<file path="src/rtl/alu_pkg.sv">
// rtl/alu_pkg.sv - shared ALU function codes, widths and slot state type
package alu_pkg;

    localparam int WIDTH = 32;
    localparam int FW    = 4;
    localparam int SW    = 5;

    localparam logic [3:0] ALU_AND = 4'b0000;
    localparam logic [3:0] ALU_OR  = 4'b0001;
    localparam logic [3:0] ALU_ADD = 4'b0010;
    localparam logic [3:0] ALU_SUB = 4'b0110;
    localparam logic [3:0] ALU_SLT = 4'b0111;

    typedef enum logic {
        SLOT_EMPTY = 1'b0,
        SLOT_FULL  = 1'b1
    } slot_state_t;

endpackage

</file>
<file path="src/rtl/rr_arb2.sv">
// rtl/rr_arb2.sv - two-way round-robin arbiter with registered preference pointer
module rr_arb2 (
    input  logic       clk,
    input  logic       rst,
    input  logic [1:0] elig,
    output logic [1:0] grant
);

    logic rr_ptr;

    // Grants are suppressed while reset is held so no request is accepted.
    always_comb begin
        grant = 2'b00;
        if (!rst) begin
            if (elig == 2'b11) begin
                grant = rr_ptr ? 2'b10 : 2'b01;
            end else begin
                grant = elig;
            end
        end
    end

    // The port just served loses preference, whether or not it was contended.
    always_ff @(posedge clk or posedge rst) begin
        if (rst) begin
            rr_ptr <= 1'b0;
        end else if (grant[0]) begin
            rr_ptr <= 1'b1;
        end else if (grant[1]) begin
            rr_ptr <= 1'b0;
        end
    end

endmodule

</file>
<file path="src/rtl/alu_arbiter.sv">
// rtl/alu_arbiter.sv - shares one alu32 between two requesters with one-entry response slots
module alu_arbiter
    import alu_pkg::*;
#(
    parameter int WIDTH = alu_pkg::WIDTH,
    parameter int FW    = alu_pkg::FW,
    parameter int SW    = alu_pkg::SW
) (
    input  logic             clk,
    input  logic             rst,
    input  logic             req0_valid,
    output logic             req0_ready,
    input  logic [WIDTH-1:0] req0_a,
    input  logic [WIDTH-1:0] req0_b,
    input  logic [FW-1:0]    req0_f,
    input  logic [SW-1:0]    req0_shamt,
    output logic             rsp0_valid,
    input  logic             rsp0_ready,
    output logic [WIDTH-1:0] rsp0_y,
    output logic             rsp0_zero,
    input  logic             req1_valid,
    output logic             req1_ready,
    input  logic [WIDTH-1:0] req1_a,
    input  logic [WIDTH-1:0] req1_b,
    input  logic [FW-1:0]    req1_f,
    input  logic [SW-1:0]    req1_shamt,
    output logic             rsp1_valid,
    input  logic             rsp1_ready,
    output logic [WIDTH-1:0] rsp1_y,
    output logic             rsp1_zero,
    output logic [WIDTH-1:0] alu_a,
    output logic [WIDTH-1:0] alu_b,
    output logic [FW-1:0]    alu_f,
    output logic [SW-1:0]    alu_shamt,
    input  logic [WIDTH-1:0] alu_y,
    input  logic             alu_zero
);

    logic [1:0]       req_valid;
    logic [1:0]       rsp_ready;
    logic [1:0]       elig;
    logic [1:0]       grant;
    slot_state_t      state [2];
    logic [WIDTH-1:0] slot_y [2];
    logic             slot_z [2];

    assign req_valid = {req1_valid, req0_valid};
    assign rsp_ready = {rsp1_ready, rsp0_ready};

    // A full slot can still accept when it is being drained this same cycle.
    always_comb begin
        elig = 2'b00;
        for (int n = 0; n < 2; n++) begin
            elig[n] = req_valid[n] && ((state[n] == SLOT_EMPTY) || rsp_ready[n]);
        end
    end

    rr_arb2 u_arb (
        .clk   (clk),
        .rst   (rst),
        .elig  (elig),
        .grant (grant)
    );

    assign req0_ready = grant[0];
    assign req1_ready = grant[1];

    always_comb begin
        alu_a     = '0;
        alu_b     = '0;
        alu_f     = '0;
        alu_shamt = '0;
        if (grant[0]) begin
            alu_a     = req0_a;
            alu_b     = req0_b;
            alu_f     = req0_f;
            alu_shamt = req0_shamt;
        end else if (grant[1]) begin
            alu_a     = req1_a;
            alu_b     = req1_b;
            alu_f     = req1_f;
            alu_shamt = req1_shamt;
        end
    end

    // Fill takes priority over pop so a same-cycle pop+fill stays full.
    always_ff @(posedge clk or posedge rst) begin
        if (rst) begin
            for (int n = 0; n < 2; n++) begin
                state[n]  <= SLOT_EMPTY;
                slot_y[n] <= '0;
                slot_z[n] <= 1'b0;
            end
        end else begin
            for (int n = 0; n < 2; n++) begin
                if (grant[n]) begin
                    state[n]  <= SLOT_FULL;
                    slot_y[n] <= alu_y;
                    slot_z[n] <= alu_zero;
                end else if ((state[n] == SLOT_FULL) && rsp_ready[n]) begin
                    state[n] <= SLOT_EMPTY;
                end
            end
        end
    end

    assign rsp0_valid = (state[0] == SLOT_FULL);
    assign rsp1_valid = (state[1] == SLOT_FULL);
    assign rsp0_y     = slot_y[0];
    assign rsp1_y     = slot_y[1];
    assign rsp0_zero  = slot_z[0];
    assign rsp1_zero  = slot_z[1];

endmodule

</file>
<file path="config.mk">
export PLATFORM = sky130hd
export DESIGN_NAME = alu_arbiter
export DESIGN_NICKNAME = d
export VERILOG_FILES = /design/src/rtl/alu_pkg.sv /design/src/rtl/rr_arb2.sv /design/src/rtl/alu_arbiter.sv
export SDC_FILE = /design/constraint.sdc
export NUM_CORES = 1
export LEC_CHECK = 0
export CORE_AREA = 2 2 127 129
export DETAILED_ROUTE_END_ITERATION = 12
export DIE_AREA = 0 0 129 131
export GPL_TIMING_DRIVEN = 0
export PLACE_DENSITY = 0.67
export SLEW_MARGIN = 20
export SYNTH_ARGS = -nofsm -noshare
export SYNTH_HDL_FRONTEND = slang
export SYNTH_HIERARCHICAL = 1
export SYNTH_SLANG_ARGS = --single-unit
</file>
<file path="constraint.sdc">
create_clock -name clk -period 3.72 [get_ports clk]
set_input_delay 0.372 -clock clk [delete_from_list [all_inputs] [get_ports clk]]
set_output_delay 0.372 -clock clk [all_outputs]
set_load 0.02 [all_outputs]
</file>
==> results of run 1 <==
metal layers:
| layer | up-vias | share of wire, % | track usage, % | routed length (microns) |
|---|---|---|---|---|
| li1 | 1627 | - | - | - |
| met1 | 1767 | 36 | 18.7 | 5820 |
| met2 | 198 | 52 | 32.6 | 8440 |
| met3 | 37 | 9.0 | 7.04 | 1480 |
| met4 | 2 | 3.8 | 9.40 | 614 |
| met5 | - | 0.086 | 0 | 14 |
metrics by stage:
step | power (mW) | worst slack (ns) | hold slack (ns) | std cells
5_1_grt | 3.51 | 0.112 | 0.348 | 809
2_1_floorplan | 1.69 | 1.04 | 0.101 | 247
3_3_place_gp | 2.50 | 0.211 | 0.489 | 790
4_1_cts | 3.39 | 0.161 | 0.312 | 806
3_5_place_dp | 2.52 | 0.189 | 0.495 | 791
6_report | 3.34 | 0.215 | 0.324 | 809
flip-flops by register name (all words and copies together), names as in the netlist:
signal / cells
rsp1_y: 32
rsp1_valid: 1
rsp0_zero: 1
rsp0_valid: 1
u_arb/rr_ptr: 1
rsp0_y: 32
rsp1_zero: 1
worst max path at each step:
stage	start	depth (start not counted)	to
after floorplan	rsp1_valid	9	alu_a[0]
after global routing	rsp1_ready	11	alu_f[0]
after CTS	rsp1_ready	11	alu_f[0]
after detailed placement	rsp1_ready	11	alu_f[0]
after global placement	rsp1_ready	11	alu_f[0]
final	rsp1_ready	11	alu_f[0]
worst register-to-register path: cells and delay by family (launching register included):
kind | cells | cell delay (ns)
flip-flops | 1 | 0.38
AO/OA/AOI/OAI | 1 | 0.17
multiplexers | 1 | 0.37
AND/OR/NAND/NOR | 3 | 0.49
buffers and inverters | 2 | 0.55
power groups by stage:
stage | clock, mW | sequential (mW) | combinational (mW)
after floorplan | 0 | 1.28 | 0.417
after global placement | 0 | 1.04 | 1.46
after detailed placement | 0 | 1.05 | 1.47
after CTS | 0.865 | 1.04 | 1.48
after global routing | 0.905 | 1.07 | 1.54
final | 0.841 | 1.04 | 1.46
cells in the final DEF (no fill, tap or decap):
cell type        synthesis  final
clkdlybuf4s50_1          0    327
buf_4                    2      2
clkbuf_8                 0      1
a21oi_1                  1      1
clkbuf_1                 4      5
bufinv_16                0      1
buf_8                    7      7
diode_2                  0      3
clkinv_2                 0      2
clkbuf_16                0      9
nand2b_1                 4      4
buf_12                   0      1
nor2b_2                  1      1
buf_6                    2      2
mux2_2                  66     66
inv_1                    3      2
nor2b_4                  1      1
inv_4                    0      1
dfrtp_1                 69     69
clkinv_4                 0      1
and2_1                   2      2
buf_2                    9      9
a22o_1                  73     73
a21boi_0                 1      1
or2b_1                   1      1
mux2i_1                  1      1
cell type report:
type	instances	area share [%]
Tap cell	216	3.71
Clock inverter	4	0.670
Sequential cell	69	23.7
Antenna cell	3	0.103
Multi-Input combinational cell	151	20.2
Buffer	24	2.78
Inverter	3	0.189
Clock buffer	11	3.34
Timing Repair Buffer	328	45.2
kinds of logic (layout without fill, tap and decap cells):
| logic type | after synthesis | count (layout) |
|---|---|---|
| multiplexers | 67 | 67 |
| buffers and inverters | 27 | 370 |
| flip-flops | 69 | 69 |
| other | 0 | 3 |
| AND/OR/NAND/NOR | 9 | 9 |
| AO/OA/AOI/OAI | 75 | 75 |
==> metrics.cfg, run 1 <==
[outcome]
status = completed

[grt]
antenna_found_initial = 4
grt_pass1_wl_mm = 22.6
track_usage_pct = 18.3
overflow = 0
grt_max_degree = 44
grt_pass1_vias = 3710

[timing]
relSlewSlack_pct = 70.6
drv_slew = 0
period_minus_slack_ns = 3.50
fmax_mhz = 285
fin_tns_setup_ns = 0
hold_violations = 0
rsz0062_at_grt = no
clock_skew_ns = 0.00357
setup_viol = 0
post-route-period-util_pct = 94.2
worst_slew_pin_slew_ns = 0.441

[clocking]
cts.sinks = 69
cts_resized = 0
cts_tree = yes
htree_levels = 3
cts_buffers = 9
clockBufferDepth = 2
insertion_delay_ns = 0.33
path_clk_slew_ns = 0.05
cts_hold_buffers = 0
post_cts_buffers = 0
cts_root_buf = clkbuf_16

[logic_synthesis]
yosys-top-cells-count = 73 x a22o_1, 69 x dfrtp_1, 66 x mux2_2, 9 x buf_2, 7 x buf_8
synth_largest_area_cell = dfrtp_1
synth_enable_flop_cells = 0
synth-simple-area-share_pct = 1.98
synth_fa_ha_area_share_pct = 0
synth-xor-area-share_pct = 0
synthArstFlopShare_pct = 100
netlist.area_leader.share_pct = 50.6
yosysWarnings = 6
synth_cells = 247
yosysSeqAreaShare_pct = 50.6
synthMuxAreaShare_pct = 22.1
ys.flop_type = dfrtp_1
synthTopCellsByArea = dfrtp_1 51%, mux2_2 22%, a22o_1 19%
ys_seq_elements = 69
synth_most_common_cell = a22o_1
synth_top_family_by_area = multiplexers
syn_area_per_cell_sq_um = 13.8
synth_compound_area_share_pct = 19.1
synth_area_sq_mm = 0.00341
syn_nets = 432
yosysUniqueCellTypes = 17

[power]
swShare_pct = 31.7
power_frac_clock_pct = 25.1
ir_worst_vdd_mv = 0.365
intPower_mw = 2.29
pwr-share-comb_pct = 43.8
cellPowerDensity_mw_per_mm2 = 460
p_sw_mw = 1.06
power_leakage_nw = 2.90
seqPwrFrac_pct = 31.1

[floorplanning]
io-pin-count = 328
die-width_microns = 129
dieArea_sq_mm = 0.0169
placementRows = 46
die_h_microns = 131
core_area_sq_mm = 0.0156
initial_core_util_pct = 21.9

[placement]
dp_hpwl_mm = 13.8
dpl_cell_area_sq_mm = 0.00698
routabilityCongestion = 0.963
io_buffers = 327

[setup_path]
worst_path_largest_cell_delay_ns = 0.68
cp_max_fo = 10
r2r_slack_ns = 1.64
r2r_start = rsp0_valid
r2r_end = rsp0_y[3]
start_kind = input port
reg2reg_depth = 7
worst_path_dominant_cell_family = buffers and inverters
path_class = input port to output port
critical_path_buf_inv_count = 5
crit_required_ns = 3.35
crit_chain = clkdlybuf4s50_1 > nand2b_1 > and2_1 > nor2b_2 > a21boi_0 > buf_6 > nor2b_4 > buf_6 > buf_8 > a22o_1 > clkdlybuf4s50_1
endpoint_kind = output port
critPathArrivalTime_ns = 3.13
cp_slowest_cell = clkdlybuf4s50_1

[route]
wl_per_cell_microns = 20.2
ant_nets = 0
dr.pass1.iters = 4
drt-initial-drc-count = 123
routed_wl_mm = 16.4
dr_total_vias = 3631
via_per_inst = 4.49
drc = 0

[run]
max_cap_violations = 0

[layout]
stdcell_area_sq_mm = 0.00728
final_nets = 771
drive_above_1_share_pct = 17.6
seq_area_sq_mm = 0.00173
syn_to_final_growth_pct = 113
post-route-util_pct = 46.7
multi_input_area_sq_mm = 0.00147
fill_cells = 1445

[min_path]
hp-class = input port to asynchronous set/reset pin

No activity file was read; power rests on OpenSTA's default activity.
==> run 2, diff against run 1 <==
Settings changed: ABC_CLOCK_PERIOD_IN_PS set to 3720, CORE_AREA 2 2 127 129 to 10 10 119 121, PLACE_DENSITY 0.67 to 0.83.
==> metrics.cfg, run 2 (synthesis results as in run 1) <==
[layout]
final_cells = 745  ; was 809
final_nets = 771  ; unchanged
multi_input_area_sq_mm = 0.00147  ; unchanged
fill_cells = 962  ; was 1445
layout_common_cells = 327 x clkdlybuf4s50_1, 73 x a22o_1, 69 x dfrtp_1, 66 x mux2_2  ; unchanged
syn_to_final_growth_pct = 111  ; was 113%
drive_above_1_share_pct = 17.5  ; was 17.6%
seq_area_sq_mm = 0.00173  ; unchanged
final_common_cell = clkdlybuf4s50_1  ; unchanged

[timing]
worst_slew_pin_slew_ns = 0.473  ; was 0.441 ns
clock_skew_ns = 0.00473  ; was 0.00357 ns
hold_violations = 0  ; unchanged
post-route-period-util_pct = 91.6  ; was 94.2%
period_minus_slack_ns = 3.41  ; was 3.50 ns
rsz0062_at_grt = no  ; unchanged
fmax_mhz = 293  ; was 285 MHz
relSlewSlack_pct = 68.5  ; was 70.6%
drv_slew = 0  ; unchanged
setup_viol = 0  ; unchanged
fin_tns_setup_ns = 0  ; unchanged

[route]
drc = 0  ; unchanged
via_per_inst = 4.80  ; was 4.49
ant_nets = 0  ; unchanged
dr.pass1.iters = 4  ; unchanged
routed_wl_mm = 17.9  ; was 16.4 mm
drt-initial-drc-count = 108  ; was 123
dr_total_vias = 3578  ; was 3631
wl_per_cell_microns = 24.1  ; was 20.2 microns

[grt]
grt_pass1_vias = 3920  ; was 3710
grt_pass1_wl_mm = 25.1  ; was 22.6 mm
antenna_found_initial = 7  ; was 4
grt_max_degree = 61  ; was 44
overflow = 0  ; unchanged
track_usage_pct = 19.9  ; was 18.3%

[placement]
io_buffers = 327  ; unchanged
routabilityCongestion = 0.950  ; was 0.963
dp_hpwl_mm = 15.4  ; was 13.8 mm
place_inst = 722  ; was 791

[power]
pwr-share-comb_pct = 44.4  ; was 43.8%
power_leakage_nw = 2.89  ; was 2.90 nW
p_sw_mw = 1.06  ; about the same
power_frac_clock_pct = 24.4  ; was 25.1%
cellPowerDensity_mw_per_mm2 = 462  ; was 460 mW/mm^2
intPower_mw = 2.27  ; was 2.29 mW
swShare_pct = 31.8  ; was 31.7%
ir_worst_vdd_mv = 0.421  ; was 0.365 mV
seqPwrFrac_pct = 31.2  ; was 31.1%

[clocking]
cts_root_buf = clkbuf_16  ; unchanged
cts_hold_buffers = 0  ; unchanged
htree_levels = 3  ; unchanged
clockBufferDepth = 2  ; unchanged
cts.sinks = 69  ; unchanged
post_cts_buffers = 0  ; unchanged
cts_buffers = 9  ; unchanged
cts_resized = 0  ; unchanged
cts_tree = yes  ; unchanged
insertion_delay_ns = 0.32  ; was 0.33 ns
path_clk_slew_ns = 0.05  ; about the same

[outcome]
status = completed  ; unchanged

[floorplanning]
dieArea_sq_mm = 0.0169  ; unchanged
core_area_sq_mm = 0.0118  ; was 0.0156 sq mm
die_h_microns = 131  ; unchanged
initial_core_util_pct = 28.9  ; was 21.9%
die-width_microns = 129  ; unchanged
placementRows = 40  ; was 46
io-pin-count = 328  ; unchanged

[setup_path]
path_class = input port to output port  ; unchanged
cp_max_fo = 10  ; unchanged
r2r_start = rsp0_valid  ; unchanged
crit_end = alu_a[16]  ; was alu_f[0]
crit_required_ns = 3.35  ; about the same
endpoint_kind = output port  ; unchanged
critPathArrivalTime_ns = 3.04  ; was 3.13 ns
start_kind = input port  ; unchanged
crit_path_start = rsp0_ready  ; was rsp1_ready
reg2reg_depth = 7  ; unchanged
r2r_slack_ns = 1.64  ; about the same
r2r_end = rsp0_y[0]  ; was rsp0_y[3]

[min_path]
hp-class = input port to asynchronous set/reset pin  ; unchanged

[run]
max_cap_violations = 0  ; unchanged

## run 2: cell types whose count changed in the layout (fill, tap and decap cells not counted), sizes merged
| cell | previous run | this run |
|---|---|---|
| clkinv | 3 | 1 |
| clkinvlp | 0 | 2 |
| diode | 3 | 8 |
## run 2: worst max-delay path: stages
cell and delay (ns):
clkdlybuf4s50_1 0.45, nand2b_1 0.11, and2_1 0.14, or2b_1 0.24, a21oi_1 0.17, buf_4 0.23
buf_4 0.24, buf_2 0.25, a22o_1 0.20, clkdlybuf4s50_1 0.63
## run 2: layout make-up
class	count	share of cell area (%)
Clock buffer	11	3.23
Inverter	3	0.191
Buffer	24	2.81
Sequential cell	69	24.0
Antenna cell	8	0.278
Timing Repair Buffer	328	45.8
Multi-Input combinational cell	151	20.4
Tap cell	147	2.55
Clock inverter	4	0.695
## run 2: worst min-delay path by stage
stage                     startpoint           end
after floorplan                  rst  u_arb/rr_ptr
after global placement     rsp0_y[0]     rsp0_y[0]
after detailed placement   rsp1_y[6]     rsp1_y[6]
after CTS                        rst  u_arb/rr_ptr
after global routing             rst  u_arb/rr_ptr
final                            rst  u_arb/rr_ptr
## run 2: metal layers
metal  part of all wire, %  global-route usage, %  vias to the layer above
met4                   1.7                   8.76                        0
met2                    54                   36.3                      181
met5                     0                      0                        -
li1                      -                      -                     1638
met1                    34                   19.0                     1743
met3                    10                   8.94                       16
## run 2: per-stage QoR
step           worst slack, ns  hold WS [ns]  util [%]  instance area, sq um  total power, mW
3_3_place_gp             0.334         0.488      58.2                  6870             2.50
4_1_cts                  0.264         0.317      60.8                  7180             3.37
3_5_place_dp             0.295         0.494      58.4                  6900             2.54
5_1_grt                  0.124         0.337      61.0                  7200             3.49
6_report                 0.312         0.324      61.0                  7200             3.33
2_1_floorplan             1.04         0.101         -                  3410             1.69
## run 2: power groups by stage
stage | combinational, mW | clock (mW) | sequential [mW]
global route | 1.56 | 0.870 | 1.06
detailed placement | 1.49 | 0 | 1.05
finish | 1.48 | 0.812 | 1.04
floorplan | 0.417 | 0 | 1.28
CTS | 1.50 | 0.830 | 1.04
global placement | 1.47 | 0 | 1.04
==> run 3, diff against run 2 <==
Settings changed: SKIP_LAST_GASP set to 1.
==> results of run 3 <==
The final DEF is identical to that of run 2; final timing and power are the same.
